$ cat src/rtl/imem_fetch_ctrl.sv
// imem_fetch_ctrl
// Instruction-fetch sequencer for inst_mem. Owns the program counter, issues
// one read per cycle, captures each returned word with its address into a
// 2-entry buffer and hands instructions to decode over valid/ready. A redirect
// (or reset) reloads the PC and discards everything buffered or in flight.
//
// Ports
//   clk            : single clock, all state on rising edge
//   reset_b        : synchronous, active-high reset (same effect as redirect to RESET_PC)
//   imem_addr      : read address to inst_mem, straight from the PC register
//   imem_data      : inst_mem read data, valid one cycle after imem_addr
//   enable         : allows new fetches to issue
//   redirect_valid : one-cycle pulse loading redirect_pc into the PC
//   redirect_pc    : redirect target word address
//   out_valid      : buffer head holds an instruction
//   out_ready      : decode accepts the head this cycle
//   out_inst       : instruction at buffer head (0 when empty)
//   out_pc         : word address of out_inst (0 when empty)
//   idle           : nothing in flight and buffer empty
module imem_fetch_ctrl #(
    parameter int          ADDR_W   = 10,
    parameter int          DATA_W   = 32,
    parameter int unsigned RESET_PC = 0
) (
    input  logic              clk,
    input  logic              reset_b,
    output logic [ADDR_W-1:0] imem_addr,
    input  logic [DATA_W-1:0] imem_data,
    input  logic              enable,
    input  logic              redirect_valid,
    input  logic [ADDR_W-1:0] redirect_pc,
    output logic              out_valid,
    input  logic              out_ready,
    output logic [DATA_W-1:0] out_inst,
    output logic [ADDR_W-1:0] out_pc,
    output logic              idle
);

    localparam logic [ADDR_W-1:0] RESET_PC_A = ADDR_W'(RESET_PC);

    // Control state
    logic [ADDR_W-1:0] pc_q, pc_d;
    logic              req_pending_q, req_pending_d;
    logic [1:0]        count_q, count_d;

    // Datapath state (no reset needed: masked by count_q / req_pending_q)
    logic [ADDR_W-1:0] req_pc_q, req_pc_d;
    logic [DATA_W-1:0] inst_q [2];
    logic [DATA_W-1:0] inst_d [2];
    logic [ADDR_W-1:0] ipc_q  [2];
    logic [ADDR_W-1:0] ipc_d  [2];

    logic [2:0] occ;
    logic       pop;
    logic       push;
    logic       issue;

    // Words already buffered plus the one that will land next edge.
    assign occ  = {1'b0, count_q} + {2'b00, req_pending_q};
    assign out_valid = (count_q != 2'd0);
    assign pop  = out_valid & out_ready;
    assign push = req_pending_q & ~redirect_valid;
    // Issue only when the returning word is guaranteed a free slot; a pop this
    // cycle frees one, which keeps the stream gap-free under full occupancy.
    assign issue = enable & ~redirect_valid &
                   ((occ < 3'd2) | ((occ == 3'd2) & pop));

    assign imem_addr = pc_q;
    assign out_inst  = out_valid ? inst_q[0] : '0;
    assign out_pc    = out_valid ? ipc_q[0]  : '0;
    assign idle      = (occ == 3'd0);

    always_comb begin
        pc_d          = pc_q;
        req_pending_d = 1'b0;
        req_pc_d      = req_pc_q;
        count_d       = count_q;
        inst_d        = inst_q;
        ipc_d         = ipc_q;

        if (redirect_valid) begin
            // Redirect drops the in-flight word and any offered head.
            pc_d    = redirect_pc;
            count_d = 2'd0;
        end else begin
            if (issue) begin
                req_pc_d      = pc_q;
                pc_d          = pc_q + ADDR_W'(1);
                req_pending_d = 1'b1;
            end

            if (push && pop) begin
                if (count_q == 2'd1) begin
                    inst_d[0] = imem_data;
                    ipc_d[0]  = req_pc_q;
                end else begin
                    inst_d[0] = inst_q[1];
                    ipc_d[0]  = ipc_q[1];
                    inst_d[1] = imem_data;
                    ipc_d[1]  = req_pc_q;
                end
            end else if (push) begin
                if (count_q == 2'd0) begin
                    inst_d[0] = imem_data;
                    ipc_d[0]  = req_pc_q;
                end else begin
                    inst_d[1] = imem_data;
                    ipc_d[1]  = req_pc_q;
                end
                count_d = count_q + 2'd1;
            end else if (pop) begin
                inst_d[0] = inst_q[1];
                ipc_d[0]  = ipc_q[1];
                count_d   = count_q - 2'd1;
            end
        end
    end

    always_ff @(posedge clk) begin
        if (reset_b) begin
            pc_q          <= RESET_PC_A;
            req_pending_q <= 1'b0;
            count_q       <= 2'd0;
        end else begin
            pc_q          <= pc_d;
            req_pending_q <= req_pending_d;
            count_q       <= count_d;
        end
    end

    always_ff @(posedge clk) begin
        req_pc_q <= req_pc_d;
        inst_q   <= inst_d;
        ipc_q    <= ipc_d;
    end

endmodule

$ cat config.mk
export PLATFORM = sky130hd
export DESIGN_NAME = imem_fetch_ctrl
export DESIGN_NICKNAME = d
export VERILOG_FILES = /design/src/rtl/imem_fetch_ctrl.sv
export SDC_FILE = /design/constraint.sdc
export NUM_CORES = 1
export LEC_CHECK = 0
export ABC_AREA = 1
export CORE_ASPECT_RATIO = 1.1
export CORE_UTILIZATION = 40
export DETAILED_ROUTE_END_ITERATION = 10
export GPL_TIMING_DRIVEN = 0
export PLACE_DENSITY = 0.74
export SLEW_MARGIN = 20
export SYNTH_ARGS = -nofsm -noshare
export SYNTH_HDL_FRONTEND = slang
export SYNTH_SLANG_ARGS = --single-unit
$ cat constraint.sdc
create_clock -name clk -period 3.5 [get_ports clk]
set_input_delay 0.7 -clock clk [delete_from_list [all_inputs] [get_ports clk]]
set_output_delay 0.7 -clock clk [all_outputs]
set_load 0.01 [all_outputs]
# Word-level counts from Yosys, hierarchy flattened
# Cells that the tools add are included.
[totals]
reg_bits = 107
inputBits = 47
out_inout_bits = 54
wordCells = 62
[op_classes]
n_addsub = 4
order_cmp = 1
n_eq_ne = 5
mux = 23
bitwise = 8
reduce_logical = 13
[op_table]
columns = ["cell", "count"]
rows = [
  ["2-to-1 mux 32 bit", 8],
  ["2-to-1 mux 10 bit", 10],
  ["2-to-1 mux 64 bit", 1],
  ["2-to-1 mux 20 bit", 1],
  ["adder 10 x 1 -> 10 bit (second input constant)", 1],
  ["nonzero test 2 bit", 4],
  ["bitwise AND 1 bit", 5],
  ["2-to-1 mux 2 bit", 2],
  ["!= test 2 bit (second input constant)", 2],
  ["AND reduction 2 bit", 2],
  ["AND reduction 4 bit", 1],
  ["adder 2 x 1 -> 3 bit", 1],
  ["equality test 3 x 2 -> 1 bit (second input constant)", 1],
  ["logical NOT 3 bit", 1],
  ["< comparator 3 x 2 -> 1 bit (second input constant)", 1],
  ["!= test 3 x 1 -> 1 bit (second input constant)", 1],
  ["AND reduction 3 bit", 1],
  ["nonzero test 3 bit", 1],
  ["adder 2 x 1 -> 2 bit (second input constant)", 1],
  ["equality test 2 x 1 -> 1 bit (second input constant)", 1],
  ["logical NOT 2 bit", 1],
  ["inverter 1 bit", 2],
  ["OR reduction 2 bit", 1],
  ["subtractor 2 x 1 -> 2 bit (second input constant)", 1],
  ["3 further kinds", 3],
]

# Longest topological paths before layout
# Gate-level depths: netlist (run 1).
[depth]
depth_word = 7
mapped_depth = 12
depth_no_buf = 10

# Worst setup path before layout (run 1)
# No wires, ideal clock.
[synth_timing]
kind = "input to register"
startpoint = "input redirect_valid"
endpoint = "register inst_q[0] (netlist bit) (enable)"
setup_time_ps = 456
arrival_ps = 3328
required_ps = 3044
path_slack_ps = -284
path_stages = 6
path_buffers = 0
cell_sequence = "inv_2 > nand2_2 > inv_1 > ha_1 > o21ai_0 > a21oi_1"
[synth_between]
elab_chain_len = 5
elab_cells_between_ends = 7
classes_between = "eq/ne (2); bitwise (2); reduce/logical (3)"
[synth_lines]
columns = ["element", "line", "rtl"]
rows = [
  ["start: declaration", "30", "input logic redirect_valid,"],
  ["inverter 1 bit (no source line) (*)", "-", ""],
  ["bitwise AND 1 bit", "62", "assign push = req_pending_q & ~redirect_valid;"],
  ["logical AND 1 bit", "92", "if (push && pop) begin"],
  ["!= test 2 bit (no source line) / nonzero test 2 bit (equally long branches)", "-", ""],
  ["AND reduction 4 bit (no source line) (*)", "-", ""],
  ["end signal: assignment", "133", "inst_q <= inst_d;"],
  ["end: declaration", "48", "logic [DATA_W-1:0] inst_q [2];"],
]
# Mark *: on every way between the ends. The rest lies on a longest branch, timed or not.
# A chain may end at the register's enable or synchronous reset.

# Worst setup path after layout (run 1)
[layout_timing]
startpoint = "input redirect_valid"
endpoint = "register inst_q[9] (netlist bit) (enable)"
# The elaborated chain is that of the path after synthesis.

==> flow_summary.json, run 1 <==
{
  "crit_type": "input pin to flop",
  "drtPass1Iterations": 5,
  "syn_inst": 389,
  "ir_worst_vdd_uv": 206,
  "critPathMaxStageDelay_ns": 0.62,
  "timing.hold.worst.class": "flop to flop",
  "routed_wl_um": 8530,
  "status": "completed",
  "ys_seq_elements": 107,
  "layout-drive-gt1-share": 0.146,
  "ys_top_cells_by_area": "edfxtp_1 (61%), mux2_2 (9.7%), dfxtp_1 (5.6%)",
  "place_congestion": 0.818,
  "cts.htree.levels": 3,
  "clkTransAtPathRegs_ns": 0.08,
  "leakagePower_nw": 2.37,
  "viasPerCell": 4.62,
  "yosysTopAreaCell": "edfxtp_1",
  "overflow": 0,
  "hpwl_um": 6160,
  "synth_fp_nets": 443,
  "num-fill-cells": 980,
  "maxSlewViolCount": 0,
  "cts_sinks": 107,
  "syn_to_final_growth_pct": 33.8,
  "crit_path_top_delay_cell": "a21oi_4",
  "grt_util_all_layers": 0.151,
  "cts_buffers": 9,
  "min_period_over_period": 0.824,
  "slew_headroom": 0.492,
  "postCtsSetupBuffers": 0,
  "start_util": 0.408,
  "rows": 41,
  "ff2ff_setup_slack_ns": 0.89,
  "end_kind": "flop",
  "finalClockSkew_ns": 0.00963,
  "first_iter_violations": 96,
  "grt_pass1_wl_um": 14200,
  "hold_viol": 0,
  "seq_area_mm2": 0.00308,
  "clk_latency_ns": 0.34,
  "core_mm2": 0.0114,
  "wl_per_cell_um": 13.0,
  "final_nets": 556,
  "antenna_found_initial": 0,
  "drv_cap": 0,
  "synth.most_common_cell": "edfxtp_1",
  "synth_common_cells": "edfxtp_1 (94), inv_1 (66), nor2_1 (56), nand2_1 (48), mux2_2 (40)",
  "crit_chain": "clkdlybuf4s50_1 > inv_2 > nand2_2 > inv_1 > ha_1 > o21ai_0 > a21oi_4 > buf_16",
  "antennaDiodeCount": 0,
  "p_per_area_mw_per_mm2": 413,
  "synth_top_area_frac": 0.605,
  "crit_required_ns": 3.54,
  "cp_data_arrival_time_ns": 2.93,
  "yosysUniqueCellTypes": 24,
  "die_h_um": 115,
  "grt_pass1_vias": 3028,
  "postSynth.asyncResetShare": 0,
  "cts.repair.resized": 0,
  "yosysWarningCount": 0,
  "cts_tree": "done",
  "setup_viol": 0,
  "clock-root-buffer": "clkbuf_16",
  "worst_slew_pin_slew_ns": 0.760,
  "cts_buffer_depth": 2,
  "io_pins": 101,
  "path_max_fanout": 23,
  "rsz0062_at_grt": "false",
  "max_freq_mhz": 347,
  "post-route-min-period_ns": 2.88,
  "synth_edf_count": 94,
  "cts_hold_buf": 0,
  "port_buffers": 99,
  "finish.utilization": 0.546,
  "ys.flop_type": "edfxtp_1",
  "drcViolationCount": 0,
  "dr_total_vias": 3033,
  "yosysSeqAreaShare": 0.661,
  "avgSynthCellArea_um2": 12.0,
  "hold-worst-slack_ns": 0.458,
  "die_area_mm2": 0.0121,
  "dieWidth_um": 105,
  "detail-route-antenna-nets": 0,
  "synth_area_mm2": 0.00466,
  "path_buf_inv": 4,
  "critPathLaunchType": "input pin",
  "multiInputGateArea_mm2": 0.00126,
  "grt_max_degree": 24,
  "cpLargestDelayFamily": "buffers and inverters"
}
==> cells in the final DEF, fill, tap and decap left out, drive strengths merged <==
cell	netlist	final
clkinv	0	3
inv	67	71
dfxtp	13	13
xnor2	1	1
nor3	1	1
clkbuf	6	15
xor2	3	3
nand4	1	1
buf	7	10
nor2	58	58
nand3	21	21
ha	7	7
nand2	50	50
clkdlybuf4s50	0	99
a21oi	12	12
o21ai	5	5
mux2	42	42
o21bai	1	1
edfxtp	94	94
==> routing by layer <==
metal  track usage  up-vias  wire length (um)
li1              -     1514                 -
met1         0.182     1428              3700
met2         0.268       82              4320
met3        0.0357        9               404
met4        0.0479        0               102
met5             0        -                 0
==> path summary, 6_finish.rpt <==
check / startpoint / endpoint / depth (start not counted)
worst max-delay path: redirect_valid / inst_q[9] / 8
worst min-delay path: req_pc_q[1] / ipc_q[1] / 0
worst max register to register: count_q[0] / inst_q[9] / 8
worst min register to register: req_pc_q[1] / ipc_q[1] / 0
==> report_power, final <==
part           internal, mW  total, mW  leakage [nW]  switching [mW]
registers              1.40       1.42         0.962          0.0189
clock network         0.502      0.975         0.144           0.474
logic                 0.101      0.178          1.26          0.0768
total                  2.01       2.57          2.37           0.569
==> registers in the layout, summed over array words and instances, names as in the netlist <==
name and count:
req_pc_q 10, imem_addr 10, inst_q 64, ipc_q 20
count_q 2, req_pending_q 1
==> cell type report <==
cell class,count,share of cell area
well taps,150,0.0301
inverters,67,0.0403
multi-input cells,202,0.202
repair buffers,102,0.172
clock inverters,7,0.0110
plain buffers,13,0.0150
flip-flops and latches,107,0.494
clock buffers,9,0.0361
==> stage by stage <==
step / setup slack (ns) / TNS (ns) / instances / total power, mW / instance area, um2
floorplan: 0.375 / 0 / 389 / 1.52 / 4670
global placement: -1.29 / -80.45 / 638 / 1.62 / 5850
detailed placement: 0.228 / 0 / 641 / 1.63 / 5940
CTS: 0.583 / 0 / 657 / 2.61 / 6240
global route: 0.492 / 0 / 657 / 2.67 / 6240
finish: 0.618 / 0 / 657 / 2.57 / 6240
==> cell families (layout without fill, tap and decap cells) <==
kind of cell	count (synthesis)	after routing	share of synthesized area
AOI/OAI and AO/OA	18	18	0.0223
DFF	107	107	0.661
and+or+nand+nor	131	131	0.115
muxes	42	42	0.101
xor gates and xnor gates	4	4	0.00751
adders and majority gates	7	7	0.0188
buffers and inverters	80	198	0.0740
(Power assumes the default switching activity.)
==> run 2: changes to the inputs <==
Clock period 3.5 ns to 2.65 ns, I/O delays scaled along.
==> run 2 against run 1 <==
Net effect:
- largest cell class unchanged
- die area unchanged
- total power increased by 31%
- combinational power up 33%
- global-route usage grew 0.15 points
- utilization is 0.36 points higher
- clock power grew 29%
- largest power group unchanged
==> flow_summary.json, run 2 (synthesis gave the netlist of run 1 again) <==
{
  "antennaDiodeCount": 0,
  "hold-worst-slack_ns": 0.448,
  "min_period_over_period": 0.956,
  "grt_pass1_wl_um": 14200,
  "rr_endpoint": "inst_q[50]",
  "r2r_start": "count_q[1]",
  "finalClockSkew_ns": 0.00900,
  "maxSlewViolCount": 0,
  "ff2ff_path_depth": 9,
  "worstHoldPathCells": 0,
  "largest_register_ffs": 64,
  "leakagePower_nw": 2.48,
  "drtPass1Iterations": 4,
  "antenna_found_initial": 0,
  "timing.hold.worst.class": "flop to flop",
  "die_area_mm2": 0.0121,
  "top_regs": "inst_q x64, ipc_q x20",
  "worstHoldStart": "req_pc_q[3]",
  "path_max_fanout": 10,
  "cts_sinks": 107,
  "layout_common_cells": "edfxtp_1 (94), clkdlybuf4s50_1 (93), inv_1 (66)",
  "dr_total_vias": 3038,
  "dpl_cell_area_mm2": 0.00594,
  "post-route-min-period_ns": 2.53,
  "ff2ff_setup_slack_ns": 0.35,
  "grt_util_all_layers": 0.152,
  "rows": 41,
  "hpwl_um": 6100,
  "finalSetupTns_ns": 0,
  "p_per_area_mw_per_mm2": 537,
  "rsz0062_at_grt": "false",
  "cts_hold_buf": 0,
  "cts_tree": "done",
  "cts_buffers": 9,
  "dieWidth_um": 105,
  "core_mm2": 0.0114,
  "clock-root-buffer": "clkbuf_16",
  "max_freq_mhz": 395,
  "worst_slew_pin_slew_ns": 0.697,
  "wl_per_cell_um": 13.2,
  "critPathMaxStageDelay_ns": 0.56,
  "cts_buffer_depth": 2,
  "critPathLaunchType": "flop",
  "total_power_mw": 3.37,
  "ir_worst_vdd_uv": 270,
  "crit_path_top_delay_cell": "clkdlybuf4s50_1",
  "crit_chain": "inv_1 > ha_1 > buf_6 > buf_2 > nor2_1 > clkdlybuf4s50_1",
  "start_util": 0.408,
  "final.setup.worst_slack_ns": 0.117,
  "setup_viol": 0,
  "design_area_mm2": 0.00628,
  "cts.htree.levels": 3,
  "drv_cap": 0,
  "final_nets": 558,
  "num-fill-cells": 970,
  "layout-drive-gt1-share": 0.163,
  "end_kind": "primary output",
  "grt_pass1_vias": 2993,
  "hold_viol": 0,
  "io_pins": 101,
  "grt_max_degree": 24,
  "final_common_cell": "edfxtp_1",
  "status": "completed",
  "syn_to_final_growth_pct": 34.7,
  "port_buffers": 99,
  "cp_data_arrival_time_ns": 2.00,
  "viasPerCell": 4.61,
  "place_congestion": 0.831,
  "first_iter_violations": 148,
  "min_to": "ipc_q[3]",
  "top_register": "inst_q",
  "routed_wl_um": 8690,
  "crit_required_ns": 2.12,
  "overflow": 0,
  "clk_latency_ns": 0.34,
  "detail-route-antenna-nets": 0,
  "clkTransAtPathRegs_ns": 0.07,
  "drcViolationCount": 0,
  "crit_type": "flop to primary output",
  "die_h_um": 115,
  "dpl_worst_slack_ns": -0.450,
  "slew_headroom": 0.531
}
-- run 2: changes by cell type in the layout (fill, tap and decap cells not counted), moves of 2 or more --
cell             change
inv_6                -3
buf_2                +4
clkdlybuf4s50_1      -6
clkbuf_1             -4
dlymetal6s2s_1       +6
inv_4                +2
-- run 2: repair_timing --
| item | in CTS | in global routing |
|---|---|---|
| gates resized for setup | 5 | 14 |
| endpoints found under the setup margin | 40 | 123 |
| setup buffers | 1 | 0 |
| gates cloned | 1 | 0 |
-- run 2: worst max-delay path by stage --
stage          slack, ns      endpoint            from
5_1_grt            0.009   out_inst[8]      count_q[1]
3_3_place_gp       -0.82    inst_q[53]  redirect_valid
2_1_floorplan       0.20     inst_q[0]      count_q[0]
3_5_place_dp       -0.45     inst_q[0]  redirect_valid
4_1_cts            0.009  out_inst[13]      count_q[0]
6_report            0.12  out_inst[24]      count_q[1]
-- run 2: cell type report --
| type | count | area, um2 | share of cell area |
|---|---|---|---|
| plain buffers | 13 | 98.8 | 0.0157 |
| clock inverters | 6 | 46.3 | 0.00737 |
| well taps | 150 | 188 | 0.0299 |
| multi-input cells | 203 | 1280 | 0.204 |
| flip-flops and latches | 107 | 3080 | 0.491 |
| clock buffers | 10 | 239 | 0.0380 |
| repair buffers | 103 | 1100 | 0.174 |
| inverters | 67 | 251 | 0.0400 |
-- run 2: power breakdown --
part,internal (mW),total [mW],switching (mW),leakage [nW]
sequential,1.85,1.88,0.0261,0.962
clock,0.674,1.26,0.584,0.146
combinational,0.134,0.236,0.102,1.37
-- run 2: layer usage --
layer  wire length (um)  vias up  track usage  part of all wire
li1                   -     1519            -                 -
met5                  0        -            0                 0
met1               3960     1442        0.188              0.46
met2               4270       71        0.265              0.49
met4                 97        0       0.0507             0.011
met3                366        6       0.0357             0.042
-- run 2: stage by stage --
step,std cells,util
6_report,659,0.549
5_1_grt,659,0.549
4_1_cts,659,0.547
3_5_place_dp,641,0.520
3_3_place_gp,638,0.512
2_1_floorplan,389,-
-- run 2: worst max-delay path: cells and delay by family, from the launching register on --
family        cells  cell delay [ns]
flops             1             0.34
simple gates      1             0.14
fa+ha+maj         1             0.20
buf+inv           4             0.99
